===== src/rtl/alu_stream_path.sv =====
// alu_stream_path: FIFO-buffered {op,a,b} token stream feeding a multi-cycle ADD/SUB/MUL/DIV unit.
// Each result and its flags are held on a valid/ready port until the consumer takes it.
module alu_stream_path #(
  parameter int unsigned W     = 8,
  parameter int unsigned DEPTH = 4
) (
  input  logic         clk,
  input  logic         rst,
  input  logic [W-1:0] in_a,
  input  logic [W-1:0] in_b,
  input  logic [1:0]   in_op,
  input  logic         in_valid,
  output logic         in_ready,
  output logic [W-1:0] out_lo,
  output logic [W-1:0] out_hi,
  output logic         cout,
  output logic         overflow,
  output logic         div_zero,
  output logic         out_valid,
  input  logic         out_ready,
  output logic         busy
);
  localparam int unsigned PW = $clog2(DEPTH);
  localparam int unsigned CW = $clog2(W);
  localparam int unsigned TW = 2 + 2 * W;

  localparam logic [1:0] OP_ADD = 2'b00;
  localparam logic [1:0] OP_SUB = 2'b01;
  localparam logic [1:0] OP_MUL = 2'b10;
  localparam logic [1:0] OP_DIV = 2'b11;

  typedef enum logic [1:0] {S_IDLE, S_EXEC, S_DONE} state_t;

  state_t         r_state;
  logic [TW-1:0]  r_mem [DEPTH];
  logic [PW-1:0]  r_wr_ptr, r_rd_ptr;
  logic [PW:0]    r_count;
  logic [PW:0]    w_count_nxt;
  logic           w_push, w_pop;
  logic [TW-1:0]  w_head;
  logic [1:0]     w_head_op;

  logic [1:0]     r_op;
  logic [W-1:0]   r_a, r_b, r_hi, r_lo;
  logic [CW-1:0]  r_cnt;

  logic [W:0]     w_sum, w_diff, w_madd, w_dshift;
  logic [W-1:0]   w_mhi, w_mlo, w_dsub, w_dhi, w_dlo;
  logic           w_dge, w_last;

  assign w_push    = in_valid && in_ready;
  assign w_pop     = (r_state == S_IDLE) && (r_count != '0);
  assign w_head    = r_mem[r_rd_ptr];
  assign w_head_op = w_head[TW-1:TW-2];

  always_comb begin
    w_count_nxt = r_count;
    case ({w_push, w_pop})
      2'b10:   w_count_nxt = r_count + (PW+1)'(1);
      2'b01:   w_count_nxt = r_count - (PW+1)'(1);
      default: ;
    endcase
  end

  // Storage is write-only on push; no reset needed since count gates every read.
  always_ff @(posedge clk) begin
    if (w_push) r_mem[r_wr_ptr] <= {in_op, in_a, in_b};
  end

  always_ff @(posedge clk or negedge rst) begin
    if (!rst) begin
      r_wr_ptr <= '0;
      r_rd_ptr <= '0;
      r_count  <= '0;
      in_ready <= 1'b1;
    end else begin
      if (w_push) r_wr_ptr <= r_wr_ptr + PW'(1);
      if (w_pop)  r_rd_ptr <= r_rd_ptr + PW'(1);
      r_count  <= w_count_nxt;
      in_ready <= (w_count_nxt != (PW+1)'(DEPTH));
    end
  end

  // One step of the shift-add multiplier and restoring divider; r_hi/r_lo hold the working pair.
  always_comb begin
    w_sum    = {1'b0, r_a} + {1'b0, r_b};
    w_diff   = {1'b0, r_a} - {1'b0, r_b};
    w_madd   = {1'b0, r_hi} + (r_lo[0] ? {1'b0, r_a} : (W+1)'(0));
    w_mhi    = w_madd[W:1];
    w_mlo    = {w_madd[0], r_lo[W-1:1]};
    w_dshift = {r_hi, r_lo[W-1]};
    w_dge    = (w_dshift >= {1'b0, r_b});
    w_dsub   = W'(w_dshift - {1'b0, r_b});
    w_dhi    = w_dge ? w_dsub : w_dshift[W-1:0];
    w_dlo    = {r_lo[W-2:0], w_dge};
    w_last   = (r_cnt == CW'(W - 1));
  end

  always_ff @(posedge clk or negedge rst) begin
    if (!rst) begin
      r_state   <= S_IDLE;
      r_op      <= OP_ADD;
      r_a       <= '0;
      r_b       <= '0;
      r_hi      <= '0;
      r_lo      <= '0;
      r_cnt     <= '0;
      out_lo    <= '0;
      out_hi    <= '0;
      cout      <= 1'b0;
      overflow  <= 1'b0;
      div_zero  <= 1'b0;
      out_valid <= 1'b0;
      busy      <= 1'b0;
    end else begin
      case (r_state)
        S_IDLE: begin
          if (w_pop) begin
            r_op    <= w_head_op;
            r_a     <= w_head[2*W-1:W];
            r_b     <= w_head[W-1:0];
            r_hi    <= '0;
            r_lo    <= (w_head_op == OP_MUL) ? w_head[W-1:0] : w_head[2*W-1:W];
            r_cnt   <= '0;
            r_state <= S_EXEC;
            busy    <= 1'b1;
          end
        end
        S_EXEC: begin
          case (r_op)
            OP_ADD: begin
              out_lo    <= w_sum[W-1:0];
              out_hi    <= '0;
              cout      <= w_sum[W];
              overflow  <= (r_a[W-1] == r_b[W-1]) && (w_sum[W-1] != r_a[W-1]);
              div_zero  <= 1'b0;
              out_valid <= 1'b1;
              r_state   <= S_DONE;
            end
            OP_SUB: begin
              out_lo    <= w_diff[W-1:0];
              out_hi    <= '0;
              cout      <= w_diff[W];
              overflow  <= (r_a[W-1] != r_b[W-1]) && (w_diff[W-1] != r_a[W-1]);
              div_zero  <= 1'b0;
              out_valid <= 1'b1;
              r_state   <= S_DONE;
            end
            OP_MUL: begin
              r_hi  <= w_mhi;
              r_lo  <= w_mlo;
              r_cnt <= r_cnt + CW'(1);
              if (w_last) begin
                out_lo    <= w_mlo;
                out_hi    <= w_mhi;
                cout      <= 1'b0;
                overflow  <= (w_mhi != '0);
                div_zero  <= 1'b0;
                out_valid <= 1'b1;
                r_state   <= S_DONE;
              end
            end
            default: begin
              if (r_b == '0) begin
                out_lo    <= '1;
                out_hi    <= r_a;
                cout      <= 1'b0;
                overflow  <= 1'b0;
                div_zero  <= 1'b1;
                out_valid <= 1'b1;
                r_state   <= S_DONE;
              end else begin
                r_hi  <= w_dhi;
                r_lo  <= w_dlo;
                r_cnt <= r_cnt + CW'(1);
                if (w_last) begin
                  out_lo    <= w_dlo;
                  out_hi    <= w_dhi;
                  cout      <= 1'b0;
                  overflow  <= 1'b0;
                  div_zero  <= 1'b0;
                  out_valid <= 1'b1;
                  r_state   <= S_DONE;
                end
              end
            end
          endcase
        end
        S_DONE: begin
          if (out_ready) begin
            out_valid <= 1'b0;
            busy      <= 1'b0;
            r_state   <= S_IDLE;
          end
        end
        default: begin
          r_state <= S_IDLE;
          busy    <= 1'b0;
        end
      endcase
    end
  end
endmodule


===== config.mk =====
export PLATFORM = sky130hd
export DESIGN_NAME = alu_stream_path
export DESIGN_NICKNAME = d
export VERILOG_FILES = /design/src/rtl/alu_stream_path.sv
export SDC_FILE = /design/constraint.sdc
export NUM_CORES = 1
export LEC_CHECK = 0
export CELL_PAD_IN_SITES_DETAIL_PLACEMENT = 1
export CELL_PAD_IN_SITES_GLOBAL_PLACEMENT = 1
export CORE_UTILIZATION = 49
export DETAILED_ROUTE_END_ITERATION = 8
export GPL_ROUTABILITY_DRIVEN = 0
export PLACE_DENSITY = 0.78
export SLEW_MARGIN = 20
export SYNTH_ARGS = -nofsm -noshare
export SYNTH_HDL_FRONTEND = slang
export SYNTH_SLANG_ARGS = --single-unit

===== constraint.sdc =====
create_clock -name clk -period 3.1 [get_ports clk]
set_input_delay 0.31 -clock clk [delete_from_list [all_inputs] [get_ports clk]]
set_output_delay 0.31 -clock clk [all_outputs]
set_load 0.01 [all_outputs]

After elaboration in Yosys (flattened, before gate mapping)
Memory sizes are Yosys's and may differ from the RTL's.
Index checks and enable logic that the tools add are counted.
Operators by class
  add/sub/neg operators: 9
  $lt $le $gt $ge: 1
  eq/ne operators: 18
  multiplexer cells: 49
  bitwise gates (word level): 1
  reduce and logical (&&, ||, !) cells: 21
Operators by type and width (count)
  $mux 8: 13
  $pmux 8 s2: 5
  $pmux 8 s3: 1
  $add 8x8->9: 2
  $pmux 3 s2: 3
  $mux 1: 13
  $ge 9x8->1: 1
  $pmux 1 s3: 3
  $reduce_and 3->1: 3
  $sub 8x8->9: 1
  $eq 2x2->1 const B: 4
  $logic_not 8->1: 1
  $mux 2: 4
  $ne 2x2->1 const B: 4
  $reduce_bool 8->1: 1
  $sub 8x8->8: 1
  $add 3x1->3 const B: 2
  $eq 2x1->1 const B: 3
  $mux 3: 2
  $ne 3x3->1 const B: 2
  $pmux 1 s2: 3
  $pmux 2 s3: 1
  $reduce_and 2->1: 3
  $reduce_bool 3->1: 2
  other kinds (13): 21
Word-level totals
  flip-flop bits (word level): 68
  memory bits (writable): 72
  bits of input ports: 22
  memories kept: 1
Memory list
  r_mem: words 4, bits a word 18, rd ports 1, clocked after memory_dff 0, write ports 1, RTL line 35  | logic [TW-1:0] r_mem [DEPTH];

Logic depth before layout (Yosys ltp)
  depth after elaboration: 5
  depth in mapped cells: 11

Least setup slack after synthesis
Ideal clock, no wire load.
  path type: reg2reg
  start point: register r_lo[0]
  end point: register overflow
  library setup time: 0.124 ns
  data arrival time: 2.395 ns
  data required time: 2.976 ns
  slack: 0.581 ns
  cell stages (with the launch flop): 12
  buffers on the path: 1
  path through: dfrtp_1 clkbuf_1 and2_1 ha_1 fa_1 a211oi_1 o21bai_1 a21oi_1 a21oi_1 o21ai_0 nand2_1 o31a_1
Between the ends
  longest elaborated chain between the ends: 5
RTL lines
  start, declared: RTL line 44  | logic [W-1:0] r_a, r_b, r_hi, r_lo;
  start signal, assigned: RTL line 123  | r_lo <= (w_head_op == OP_MUL) ? w_head[W-1:0] : w_head[2*W-1:W];
  start signal, assigned: RTL line 151  | r_lo <= w_mlo;
  start signal, assigned: RTL line 174  | r_lo <= w_dlo;
  $mux 8: RTL line 88  | w_madd = {1'b0, r_hi} + (r_lo[0] ? {1'b0, r_a} : (W+1)'(0));
  $add 8x8->9: RTL line 88
  $reduce_bool 8->1: RTL line 157  | overflow <= (w_mhi != '0);
  $mux 1: RTL line 153  | if (w_last) begin
  $pmux 1 s3: RTL line 130  | case (r_op)
  end signal, assigned: RTL line 135  | overflow <= (r_a[W-1] == r_b[W-1]) && (w_sum[W-1] != r_a[W-1]);
  end signal, assigned: RTL line 144  | overflow <= (r_a[W-1] != r_b[W-1]) && (w_diff[W-1] != r_a[W-1]);
  end signal, assigned: RTL line 157
  end, declared: RTL line 17  | output logic overflow,
Every way passes these cells. The select of a mux whose other input is x is not followed.
A chain may end at the register's enable or synchronous reset.

Worst setup path in the final report
Same ends and word-level chain as after synthesis.

==> reports/qor.txt <==
Status = finished, violations left
Failing checks = DRC
Total GRT Usage = 28.1%
CP peak stage delay = 500 ps
Post-CTS setup buffer count = 0
Post-synthesis sequential area ratio = 52.3%
Final Setup Violations = 0
# rows = 44
Layout cells sized above 1 = 14.4%
CP delay by family, top = compound AO/OA/AOI/OAI gates
Nets = 752
CP Cell Sequence = and2_1 -> ha_1 -> fa_1 -> a211oi_1 -> nor2_1 -> xor2_1 -> nor4_1 -> a31oi_1 -> o31a_1
FFs w/ async S/R, synth = 48.6%
Hold Slack = 486 ps
Num Clock Sinks = 140
I/O Buffers = 43
Final hold vios = 0
Initial DRC Count = 416
Vias = 5426
Synthesized area = 7390 sq um
Initial core utilization = 50.4%
Post-DP HPWL = 14.7 mm
Max-slew headroom = 44.9%
CP max-delay cell = dfrtp_1
Share of the synthesized area in the top cell type = 29.3%
WP data arrival = 3350 ps
Die Area = 15600 sq um
CP Capture Type = register
Clock skew = 10.0 ps
Syn nets = 699
Most common cell in the netlist = edfxtp_1
Synth Area in Compound Gates = 13.9%
Number of flops mapped to enable cells by yosys = 72
Setup TNS = 0 ps
Max Root-Sink Buffers = 2
Diodes inserted = 0
Multiplexer share of the synthesized area = 9.74%
Clk slew on worst S/H paths = 70 ps
Clock root buffer = clkbuf_16
Io pins = 44
Distinct cells, synth = 61
Power Density = 1270 nW/um^2
Most used DFF post-synth = edfxtp_1
Die height = 125 um
Worst slew pin tran = 827 ps
Xor/xnor share of the synthesized area = 2.61%
Yosys warns = 0
WL/cell = 23.6 um
Gr ovfl total = 0
Achievable Freq = 329 MHz
Adder-cell share of the synthesized area = 7.96%
Final period demand of the worst path = 3040 ps
Hold Path Class = reg2reg
RSZ-0062 raised after global routing = no
Worst vdd ir = 0.642 mV
Initial antenna violation count = 0
WS Path Type = reg2reg
Drt first pass iters = 7
CP bufs+invs = 0
Top cells by area, synth = edfxtp_1 29%, dfrtp_1 23%, ha_1 6.6%
Cell taking the most area after synthesis = edfxtp_1
Total number of H-tree levels = 4
Period utilisation layout = 98.0%
Max_cap viols = 0
Vias per cell = 6.14
Leak pwr = 0.00349 uW
Die X = 125 um
Final Max Slew Viols = 0
Final wirelength = 20.9 mm
CTS tree = built
Area delta synth->final = 18.1%
CTS buffer count = 17
Avg Inst Size Synth = 11.7 sq um
Fin util = 59.6%
Startpoint types = register
Post-synth top cells = 72 x edfxtp_1, 67 x dfrtp_1, 59 x o21ai_0, 57 x nand2_1, 44 x nor2_1
Core Area = 14600 sq um
First-pass GRT wire length = 32.6 mm
Pin count of the biggest net entering global routing = 39
Clock Latency Late Sink = 440 ps
Main combinational cell family by area after synthesis = compound AO/OA/AOI/OAI gates
DRC Markers = 10
Cells after synthesis = 633
#FFs+latches synth = 140
Vias in the first global route = 5829
Max FO, Critical Path = 11
CP Data Required Time = 3410 ps
Post-route ant nets = 0
Post-Synth Simple-Gate Area = 10.3%
## layout by cell type (no fill, tap or decap), drive strengths merged, types with 4 or more instances in the layout
master,n
a211oi,7
a21oi,31
a221oi,5
a31oi,5
a32oi,4
and2,9
and3,5
buf,20
clkbuf,17
clkdlybuf4s50,42
dfrtp,67
edfxtp,72
fa,5
ha,39
inv,37
mux2,19
mux2i,10
mux4,18
nand2,57
nand2b,10
nand3,6
nor2,47
nor2b,8
nor3,12
o21a,6
o21ai,63
o21bai,5
o22ai,6
o31ai,6
xnor2,10
xor2,12
## power breakdown
group	internal (uW)	leakage, uW	switching [uW]
sequential	2590	0.00149	609
clock	1310	0.000316	935
combinational	2380	0.00168	3270
## cell families (layout without fill, tap and decap cells)
group                      after synthesis  count (layout)
AOI/OAI and AO/OA                      161             161
and+or+nand+nor                        163             163
muxes                                   47              47
adders and majority gates               44              44
DFF                                    140             140
xor gates and xnor gates                22              22
buffers and inverters                   56             122
## repair_timing
item | CTS | global route
endpoints found under the hold margin | 30 | 0
resized for setup | 0 | 0
hold buffers | 1 | 0
## final timing paths
path | from | end | slack (ps) | cells after the start
max in group asynchronous | rst | in_ready | 1840 | 3
worst min-delay path | out_lo[2] | out_lo[2] | 490 | 2
worst max-delay path | r_lo[0] | overflow | 60 | 9
min in group asynchronous | rst | r_cnt[2] | 510 | 2
worst min register to register | out_lo[2] | out_lo[2] | 490 | 2
worst max register to register | r_lo[0] | overflow | 60 | 9
## per-layer routing
layer	routed length [um]	share of wire, %	global-route usage, %
met1	8710	42	34.3
met2	10600	51	49.1
met3	906	4.3	5.11
met4	634	3.0	11.3
met5	0	0	0
## worst register-to-register path, cell delays in order, from the launching register on
cell	delay, ps
dfrtp_1	500
and2_1	200
ha_1	200
fa_1	430
a211oi_1	350
nor2_1	130
xor2_1	200
nor4_1	440
a31oi_1	150
o31a_1	320
## per-stage QoR
step                      instance area (sq um)  cells  setup slack [ps]  total power [uW]
after floorplan                            7390    633               581              6900
after global placement                     8080    850               399              8480
after detailed placement                   8080    850               280              8770
after CTS                                  8730    883               150             11100
after global routing                       8730    883              9.60             11700
final                                      8730    883              60.8             11100
## layout make-up
class	instances	area, sq um
Multi-Input combinational cell	437	3300
Sequential cell	140	3860
Inverter	27	101
Clock inverter	15	215
Fill cell	1453	5920
Timing Repair Buffer	63	591
Tap cell	184	230
Clock buffer	17	425
## registers in the layout (all words and copies together), names as in the netlist
signal,flops
r_wr_ptr,2
r_b,8
out_valid,1
out_lo,8
r_op,2
r_rd_ptr,2
overflow,1
r_a,8
r_mem,72
busy,1
div_zero,1
r_count,3
r_cnt,3
out_hi,8
r_lo,8
in_ready,1
cout,1
r_hi,8
r_state,2
Note: power is estimated with default switching activity, not from simulation.
